===== config.mk =====
export PLATFORM = sky130hd
export DESIGN_NAME = ref_row_streamer
export DESIGN_NICKNAME = d
export VERILOG_FILES = /design/src/rtl/ref_row_streamer.sv
export SDC_FILE = /design/constraint.sdc
export NUM_CORES = 1
export LEC_CHECK = 0
export CORE_UTILIZATION = 49
export CTS_CLUSTER_SIZE = 28
export DETAILED_ROUTE_END_ITERATION = 16
export PLACE_DENSITY = 0.77
export SETUP_SLACK_MARGIN = 0.3
export SLEW_MARGIN = 20
export SYNTH_ARGS = -nofsm -noshare
export SYNTH_HDL_FRONTEND = slang
export SYNTH_SLANG_ARGS = --single-unit

===== constraint.sdc =====
create_clock -name clk -period 2.2 [get_ports clk]
set_input_delay 0.66 -clock clk [delete_from_list [all_inputs] [get_ports clk]]
set_output_delay 0.66 -clock clk [all_outputs]
set_load 0.005 [all_outputs]

===== src/rtl/ref_row_streamer.sv =====
// Reference row streamer: fetches a 15-row block from the frame store (two
// 64-bit reads per row) and hands 120-bit rows to the interpolator through a 2-entry FIFO.
module ref_row_streamer #(
    parameter int unsigned ADDR_W   = 16,
    parameter int unsigned NUM_ROWS = 15
) (
    input  logic              clk,
    input  logic              rst,
    input  logic              start,
    input  logic [ADDR_W-1:0] base_addr,
    input  logic [ADDR_W-1:0] stride,
    output logic              busy,
    output logic              done,
    output logic              mem_rd_en,
    output logic [ADDR_W-1:0] mem_addr,
    input  logic [63:0]       mem_rd_data,
    output logic [119:0]      row_out,
    output logic              row_valid,
    input  logic              row_ready,
    output logic [3:0]        row_idx
);

    localparam int unsigned ROW_W  = 120;
    localparam int unsigned WORD_W = 64;
    localparam int unsigned HI_W   = ROW_W - WORD_W;
    localparam int unsigned CNT_W  = 4;

    typedef enum logic [2:0] {IDLE, FETCH_LO, FETCH_HI, PUSH, DRAIN} state_e;

    state_e                  state_q, state_d;
    logic [ADDR_W-1:0]       row_addr_q, row_addr_d;
    logic [ADDR_W-1:0]       stride_q, stride_d;
    logic [ADDR_W-1:0]       mem_addr_q, mem_addr_d;
    logic [WORD_W-1:0]       row_lo_q, row_lo_d;
    logic [CNT_W-1:0]        rows_q, rows_d;
    logic [CNT_W-1:0]        pops_q, pops_d;
    logic [1:0][ROW_W-1:0]   fifo_q, fifo_d;
    logic                    wr_ptr_q, wr_ptr_d;
    logic                    rd_ptr_q, rd_ptr_d;
    logic [1:0]              count_q, count_d;
    logic                    busy_q, busy_d;
    logic                    done_q, done_d;
    logic                    rd_en_q, rd_en_d;
    logic                    push, pop;
    logic                    unused_pix15;

    // Pixel 15 of the high word has no slot in the 15-pixel row.
    assign unused_pix15 = ^mem_rd_data[63:56];

    assign push = (state_q == PUSH);
    assign pop  = (count_q != 2'd0) && row_ready;

    // Next-state, FIFO bookkeeping and registered-output decode.
    always_comb begin
        state_d    = state_q;
        row_addr_d = row_addr_q;
        stride_d   = stride_q;
        mem_addr_d = mem_addr_q;
        row_lo_d   = row_lo_q;
        rows_d     = rows_q;
        pops_d     = pops_q;
        fifo_d     = fifo_q;
        wr_ptr_d   = wr_ptr_q;
        rd_ptr_d   = rd_ptr_q;
        done_d     = 1'b0;

        count_d = count_q + 2'(push) - 2'(pop);
        if (pop) begin
            rd_ptr_d = ~rd_ptr_q;
            pops_d   = pops_q + 4'd1;
        end
        if (push) begin
            fifo_d[wr_ptr_q] = {mem_rd_data[HI_W-1:0], row_lo_q};
            wr_ptr_d         = ~wr_ptr_q;
        end

        case (state_q)
            IDLE: begin
                if (start && !busy_q) begin
                    row_addr_d = base_addr;
                    stride_d   = stride;
                    rows_d     = '0;
                    pops_d     = '0;
                    state_d    = FETCH_LO;
                end
            end
            FETCH_LO: begin
                if (rd_en_q) state_d = FETCH_HI;
            end
            FETCH_HI: begin
                row_lo_d   = mem_rd_data;
                row_addr_d = row_addr_q + stride_q;
                state_d    = PUSH;
            end
            PUSH: begin
                rows_d  = rows_q + 4'd1;
                state_d = (rows_q == CNT_W'(NUM_ROWS - 1)) ? DRAIN : FETCH_LO;
            end
            DRAIN: begin
                if (count_d == 2'd0) begin
                    done_d  = 1'b1;
                    state_d = IDLE;
                end
            end
            default: state_d = IDLE;
        endcase

        // The low-word read is only issued once a FIFO slot is guaranteed free.
        rd_en_d = ((state_d == FETCH_LO) && (count_d != 2'd2)) || (state_d == FETCH_HI);
        if (state_d == FETCH_LO) mem_addr_d = row_addr_d;
        else if (state_d == FETCH_HI) mem_addr_d = row_addr_q + ADDR_W'(1);

        busy_d = (state_d != IDLE) || done_d;
    end

    always_ff @(posedge clk) begin
        if (rst) begin
            state_q    <= IDLE;
            row_addr_q <= '0;
            stride_q   <= '0;
            mem_addr_q <= '0;
            row_lo_q   <= '0;
            rows_q     <= '0;
            pops_q     <= '0;
            fifo_q     <= '0;
            wr_ptr_q   <= 1'b0;
            rd_ptr_q   <= 1'b0;
            count_q    <= '0;
            busy_q     <= 1'b0;
            done_q     <= 1'b0;
            rd_en_q    <= 1'b0;
        end else begin
            state_q    <= state_d;
            row_addr_q <= row_addr_d;
            stride_q   <= stride_d;
            mem_addr_q <= mem_addr_d;
            row_lo_q   <= row_lo_d;
            rows_q     <= rows_d;
            pops_q     <= pops_d;
            fifo_q     <= fifo_d;
            wr_ptr_q   <= wr_ptr_d;
            rd_ptr_q   <= rd_ptr_d;
            count_q    <= count_d;
            busy_q     <= busy_d;
            done_q     <= done_d;
            rd_en_q    <= rd_en_d;
        end
    end

    always_ff @(posedge clk) begin
        if (!rst && push) begin
            assert (count_q != 2'd2) else $error("row fifo overflow on push");
        end
    end

    assign busy      = busy_q;
    assign done      = done_q;
    assign mem_rd_en = rd_en_q;
    assign mem_addr  = mem_addr_q;
    assign row_out   = fifo_q[rd_ptr_q];
    assign row_valid = (count_q != 2'd0);
    assign row_idx   = pops_q;

endmodule


# After elaboration in Yosys (flattened, before gate mapping)
# Index checks and enable logic that the tools add are counted.
classes:
  div_mod_pow: 0
  multipliers: 0
  n_addsub: 6
  reduce_logical: 15
  n_lt_le_gt_ge: 3
  shift: 0
  n_bitwise: 2
  eq_ne: 9
  mux: 21
ops:
  columns: ["op", "count"]
  rows:
  - ["$mux W120", 3]
  - ["$bwmux W240", 1]
  - ["$demux W120 S1", 1]
  - ["$mux W16", 3]
  - ["$pmux W16 S2", 1]
  - ["$add A16 B1 Y16 const B", 1]
  - ["$add A16 B16 Y16", 1]
  - ["$mux W4", 4]
  - ["$pmux W3 S5", 1]
  - ["$mux W3", 4]
  - ["$eq A3 B2 Y1 const B", 3]
  - ["$add A4 B1 Y4 const B", 2]
  - ["$pmux W4 S2", 1]
  - ["$eq A3 B1 Y1 const B", 2]
  - ["$reduce_bool A2 Y1", 3]
  - ["$eq A4 B4 Y1 const B", 1]
  - ["$logic_and A1 B1 Y1", 4]
  - ["$lt A1 B2 Y1 const B", 2]
  - ["$ne A2 B2 Y1 const B", 2]
  - ["$reduce_and A2 Y1", 2]
  - ["$eq A3 B3 Y1 const B", 1]
  - ["$logic_not A3 Y1", 1]
  - ["$reduce_bool A3 Y1", 1]
  - ["$add A2 B1 Y2", 1]
  - ["other kinds (7)", 10]
totals:
  reg_bits: 370
  latchBits: 0
  memories: 0
  mem_bits_ro: 0
  out_inout_bits: 144
  ram_bits: 0
  wordCells: 71

# Depth between registers and ports, before layout
depth:
  ltp_word: 9
  depth_mapped: 9

# Worst setup path after synthesis
# Ideal clock, no wire load.
synth_path:
  kind: "register -> register"
  from: "reg row_addr_q[0]"
  to: "reg row_addr_q[14]"
  n_path_buf: 0
  arrival_ns: 2.092
  period_less_slack_ns: 2.214
  slack_ns: -0.014
  path_stages_with_launch: 10
  setup_time_ns: 0.122
  path_cell_list: "dfxtp_1 ha_1 inv_1 fa_1 nor2b_1 o211a_1 o221ai_1 a21boi_0 o21ai_0 a221o_1"
synth_via:
  elab_chain_cells: 2
synth_lines:
  columns: ["element", "line", "source"]
  rows:
  - ["start, declared", "31", "logic [ADDR_W-1:0] row_addr_q, row_addr_d;"]
  - ["start signal, assigned", "134", "row_addr_q <= row_addr_d;"]
  - ["$add A16 B16 Y16", "92", "row_addr_d = row_addr_q + stride_q;"]
  - ["$pmux W16 S2", "77", "case (state_q)"]
# No other way between the ends.
# A chain may end at the register's enable or synchronous reset.

# Worst setup path after layout
layout_path:
  from: "reg rd_ptr_q"
  to: "out row_out[109]"
layout_via:
  elab_chain_cells: 2
layout_lines:
  columns: ["element", "line", "source"]
  rows:
  - ["start, declared", "39", "logic rd_ptr_q, rd_ptr_d;"]
  - ["start signal, assigned", "142", "rd_ptr_q <= rd_ptr_d;"]
  - ["$mux W120 (not written as such) (2 in series)", "160", "assign row_out = fifo_q[rd_ptr_q];"]
  - ["end, declared", "17", "output logic [119:0] row_out,"]
# No other way between the ends. The select of a mux whose other input is x is not followed.

==> flow_results.xml <==
<?xml version="1.0" encoding="UTF-8"?>
<metrics>
  <group name="clock_network">
    <metric name="cts_made_buffers" unit="">40</metric>
    <metric name="cts_htree_levels" unit="">2</metric>
    <metric name="cts_root_buf" unit="">clkbuf_16</metric>
    <metric name="cts.clk_slew.worst_paths" unit="ns">0.06</metric>
    <metric name="clock_insertion_delay_worst_skew" unit="ns">0.53</metric>
    <metric name="max_clock_buf_depth" unit="">3</metric>
    <metric name="clock_tree_from_tritoncts" unit="">yes</metric>
    <metric name="clock_sink_count" unit="">370</metric>
    <metric name="post_cts_hold_buffer_count" unit="">0</metric>
  </group>
  <group name="timing">
    <metric name="setup_total_negative_slack" unit="ns">-25.16</metric>
    <metric name="finalWorstSetupSlack" unit="ns">-0.289</metric>
    <metric name="final-setup-viol-count" unit="">120</metric>
    <metric name="fmax" unit="MHz">402</metric>
    <metric name="finalHoldViolations" unit="">0</metric>
    <metric name="post-route-period-util" unit="%">113</metric>
    <metric name="rsz0062_at_grt" unit="">yes</metric>
    <metric name="timing.clock.skew" unit="ns">0.0197</metric>
    <metric name="timing.max_slew.rel_slack" unit="%">35.5</metric>
    <metric name="tightest_slew" unit="ns">0.967</metric>
    <metric name="final_period_minus_worst_setup_slack" unit="ns">2.49</metric>
    <metric name="timing.final.max_slew_violations" unit="">0</metric>
    <metric name="hold_ws" unit="ns">0.396</metric>
  </group>
  <group name="routing">
    <metric name="post_drt_wl_per_cell" unit="um">18.5</metric>
    <metric name="drt_iter0_drc" unit="">1321</metric>
    <metric name="routed-via-count" unit="">15256</metric>
    <metric name="drc" unit="">0</metric>
    <metric name="drt_pass1_iterations" unit="">7</metric>
    <metric name="routed_via_density" unit="">5.67</metric>
    <metric name="finalWirelength" unit="um">49900</metric>
    <metric name="number_of_nets_with_antenna_violations_after_detailed_routing" unit="">0</metric>
  </group>
  <group name="logic_synthesis">
    <metric name="post_synth_edffs" unit="">0</metric>
    <metric name="netlist.area_leader.share" unit="%">47.5</metric>
    <metric name="synthArstFlopShare" unit="%">0</metric>
    <metric name="number_of_warning_messages_in_the_yosys_log" unit="">0</metric>
    <metric name="synth.distinct_cells" unit="">65</metric>
    <metric name="ys_top_cells_by_count" unit="">nand2_1 (678), dfxtp_1 (370), a21oi_1 (345)</metric>
    <metric name="syn-num-nets" unit="">2064</metric>
    <metric name="syn-instance-count" unit="">1943</metric>
    <metric name="synth-seq-area-share" unit="%">47.5</metric>
    <metric name="synth_most_common_cell" unit="">nand2_1</metric>
    <metric name="dominantRegCellSynth" unit="">dfxtp_1</metric>
    <metric name="netlist_top_cells_area" unit="">dfxtp_1 (47%), nand2_1 (16%), a21oi_1 (11%)</metric>
    <metric name="syn_area" unit="sq mm">0.0156</metric>
    <metric name="ys_seq_elements" unit="">370</metric>
    <metric name="average_cell_area_after_synthesis" unit="sq um">8.03</metric>
    <metric name="synth.largest_area_cell" unit="">dfxtp_1</metric>
  </group>
  <group name="global_routing">
    <metric name="grt_antenna_before_repair" unit="">3</metric>
    <metric name="grt_overflow" unit="">0</metric>
    <metric name="grt_max_degree" unit="">220</metric>
    <metric name="global_route_wire_length_before_repair" unit="um">77000</metric>
    <metric name="grt_util_all_layers" unit="%">28.9</metric>
    <metric name="first_global_vias" unit="">14734</metric>
  </group>
  <group name="power_and_ir_drop">
    <metric name="power_leakage" unit="nW">8.48</metric>
    <metric name="power_density" unit="mW/mm^2">715</metric>
    <metric name="vdd_ir_drop_max" unit="V">0.000547</metric>
    <metric name="p_total" unit="mW">16.1</metric>
  </group>
  <group name="worst_setup_path">
    <metric name="critical_path.endpoint_type" unit="">primary output</metric>
    <metric name="worst-path-max-fanout" unit="">7</metric>
    <metric name="cp.required" unit="ns">1.54</metric>
    <metric name="worstPathArrival" unit="ns">1.83</metric>
    <metric name="critPathKind" unit="">flop to primary output</metric>
    <metric name="worstSetupStartpointType" unit="">flop</metric>
  </group>
  <group name="place">
    <metric name="detail_placement_hpwl" unit="um">28800</metric>
    <metric name="place_congestion" unit="">0.861</metric>
    <metric name="total_placed_instance_area" unit="sq mm">0.0191</metric>
    <metric name="io_buffers" unit="">243</metric>
  </group>
  <group name="finish">
    <metric name="finish.utilization" unit="%">72.5</metric>
    <metric name="drive_gt1_share" unit="%">25.4</metric>
    <metric name="final_non_filler_cell_area" unit="sq mm">0.0225</metric>
    <metric name="syn2layout_area_growth" unit="%">44.1</metric>
    <metric name="net_total_in_the_final_layout" unit="">2388</metric>
  </group>
  <group name="min_path">
    <metric name="min_path_type" unit="">input port to flop</metric>
  </group>
  <group name="floorplan">
    <metric name="die_height" unit="um">180</metric>
    <metric name="top_level_ports" unit="">244</metric>
    <metric name="floorplan.initialDensity" unit="%">50.3</metric>
    <metric name="die_area" unit="sq mm">0.0325</metric>
    <metric name="core" unit="sq mm">0.0310</metric>
    <metric name="die-width" unit="um">180</metric>
    <metric name="floorplan.rows" unit="">64</metric>
  </group>
  <group name="flow_run">
    <metric name="drv_cap" unit="">0</metric>
  </group>
  <group name="run_status">
    <metric name="status" unit="">complete, but fails checks</metric>
    <metric name="failed_checks" unit="">negative setup slack</metric>
  </group>
</metrics>
critical path, stage by stage, from the launching register on:
cell	delay, ns
dfxtp_4	0.43
buf_12	0.19
buf_16	0.14
buf_12	0.11
mux2_4	0.31
buf_6	0.12
metrics by stage:
stage          instances  setup slack [ns]
6_report            2691            -0.289
5_1_grt             2690            -0.327
4_1_cts             2671            -0.304
3_5_place_dp        2542            -0.313
3_3_place_gp        2542            -0.248
2_1_floorplan       1943             0.202
path summary, 6_finish.rpt:
kind                 start        endpoint  slack, ns  cells after the start
max               rd_ptr_q    row_out[109]      -0.29                      5
min                    rst    stride_q[14]       0.40                      2
max reg2reg  row_addr_q[0]  row_addr_q[10]       0.04                     10
min reg2reg    mem_addr[2]     mem_addr[2]       0.45                      2
cell type report:
cell class                      count  area, sq um
Sequential cell                   370         7470
Multi-Input combinational cell   1418         8470
Antenna cell                        2         5.00
Fill cell                        2187         8520
Clock inverter                      9         91.3
Timing Repair Buffer              422         4680
Tap cell                          396          495
Inverter                           15         56.3
Clock buffer                       59         1190
layer usage:
layer | global-route usage (%) | routed length, um | up-vias
met5 | 0 | 13 | -
met4 | 11.1 | 1780 | 2
met3 | 5.36 | 3440 | 136
met2 | 48.6 | 24000 | 611
met1 | 36.7 | 20600 | 7331
li1 | - | - | 7176
cell families after synthesis:
group | after synthesis | synth area share (%)
and+or+nand+nor | 794 | 20.4
AOI/OAI and AO/OA | 455 | 16.2
DFF | 370 | 47.5
buffers and inverters | 155 | 3.90
muxes | 124 | 8.92
xor gates and xnor gates | 24 | 1.35
adders and majority gates | 21 | 1.73
what timing repair did:
action,4_1_cts,5_1_grt
resized for setup,833,92
setup buffers,54,17
cloned,7,1
setup endpoints to repair,169,223
pin swaps,38,20
state kept, by name, summed over array words and instances, names as in the netlist:
signal / flops
fifo_q: 240
row_lo_q: 64
mem_addr: 16
row_addr_q: 16
stride_q: 16
row_idx: 4
rows_q: 4
state_q: 3
count_q: 2
busy: 1
done: 1
mem_rd_en: 1
rd_ptr_q: 1
wr_ptr_q: 1
power by group:
| part | leakage, nW | internal (mW) | switching [mW] | total, mW |
|---|---|---|---|---|
| registers | 3.00 | 6.89 | 0.161 | 7.05 |
| logic | 4.85 | 1.21 | 1.18 | 2.39 |
| clock network | 0.631 | 3.88 | 2.75 | 6.63 |
| total | 8.48 | 12.0 | 4.08 | 16.1 |
layout by cell type (no fill, tap or decap), types with 16 or more instances in the layout:
master           Yosys  final
buf_6                1    171
nand2_1            678    677
buf_4                0     80
buf_12               0     28
dfxtp_1            370    336
nor2_1              31     30
a21oi_1            345    342
mux2_4               0    120
a22oi_1             17     16
dfxtp_2              0     27
dlygate4sd2_1        0     23
clkbuf_16            0     43
clkdlybuf4s50_1      0     97
No activity file was read; power rests on OpenSTA's default activity.
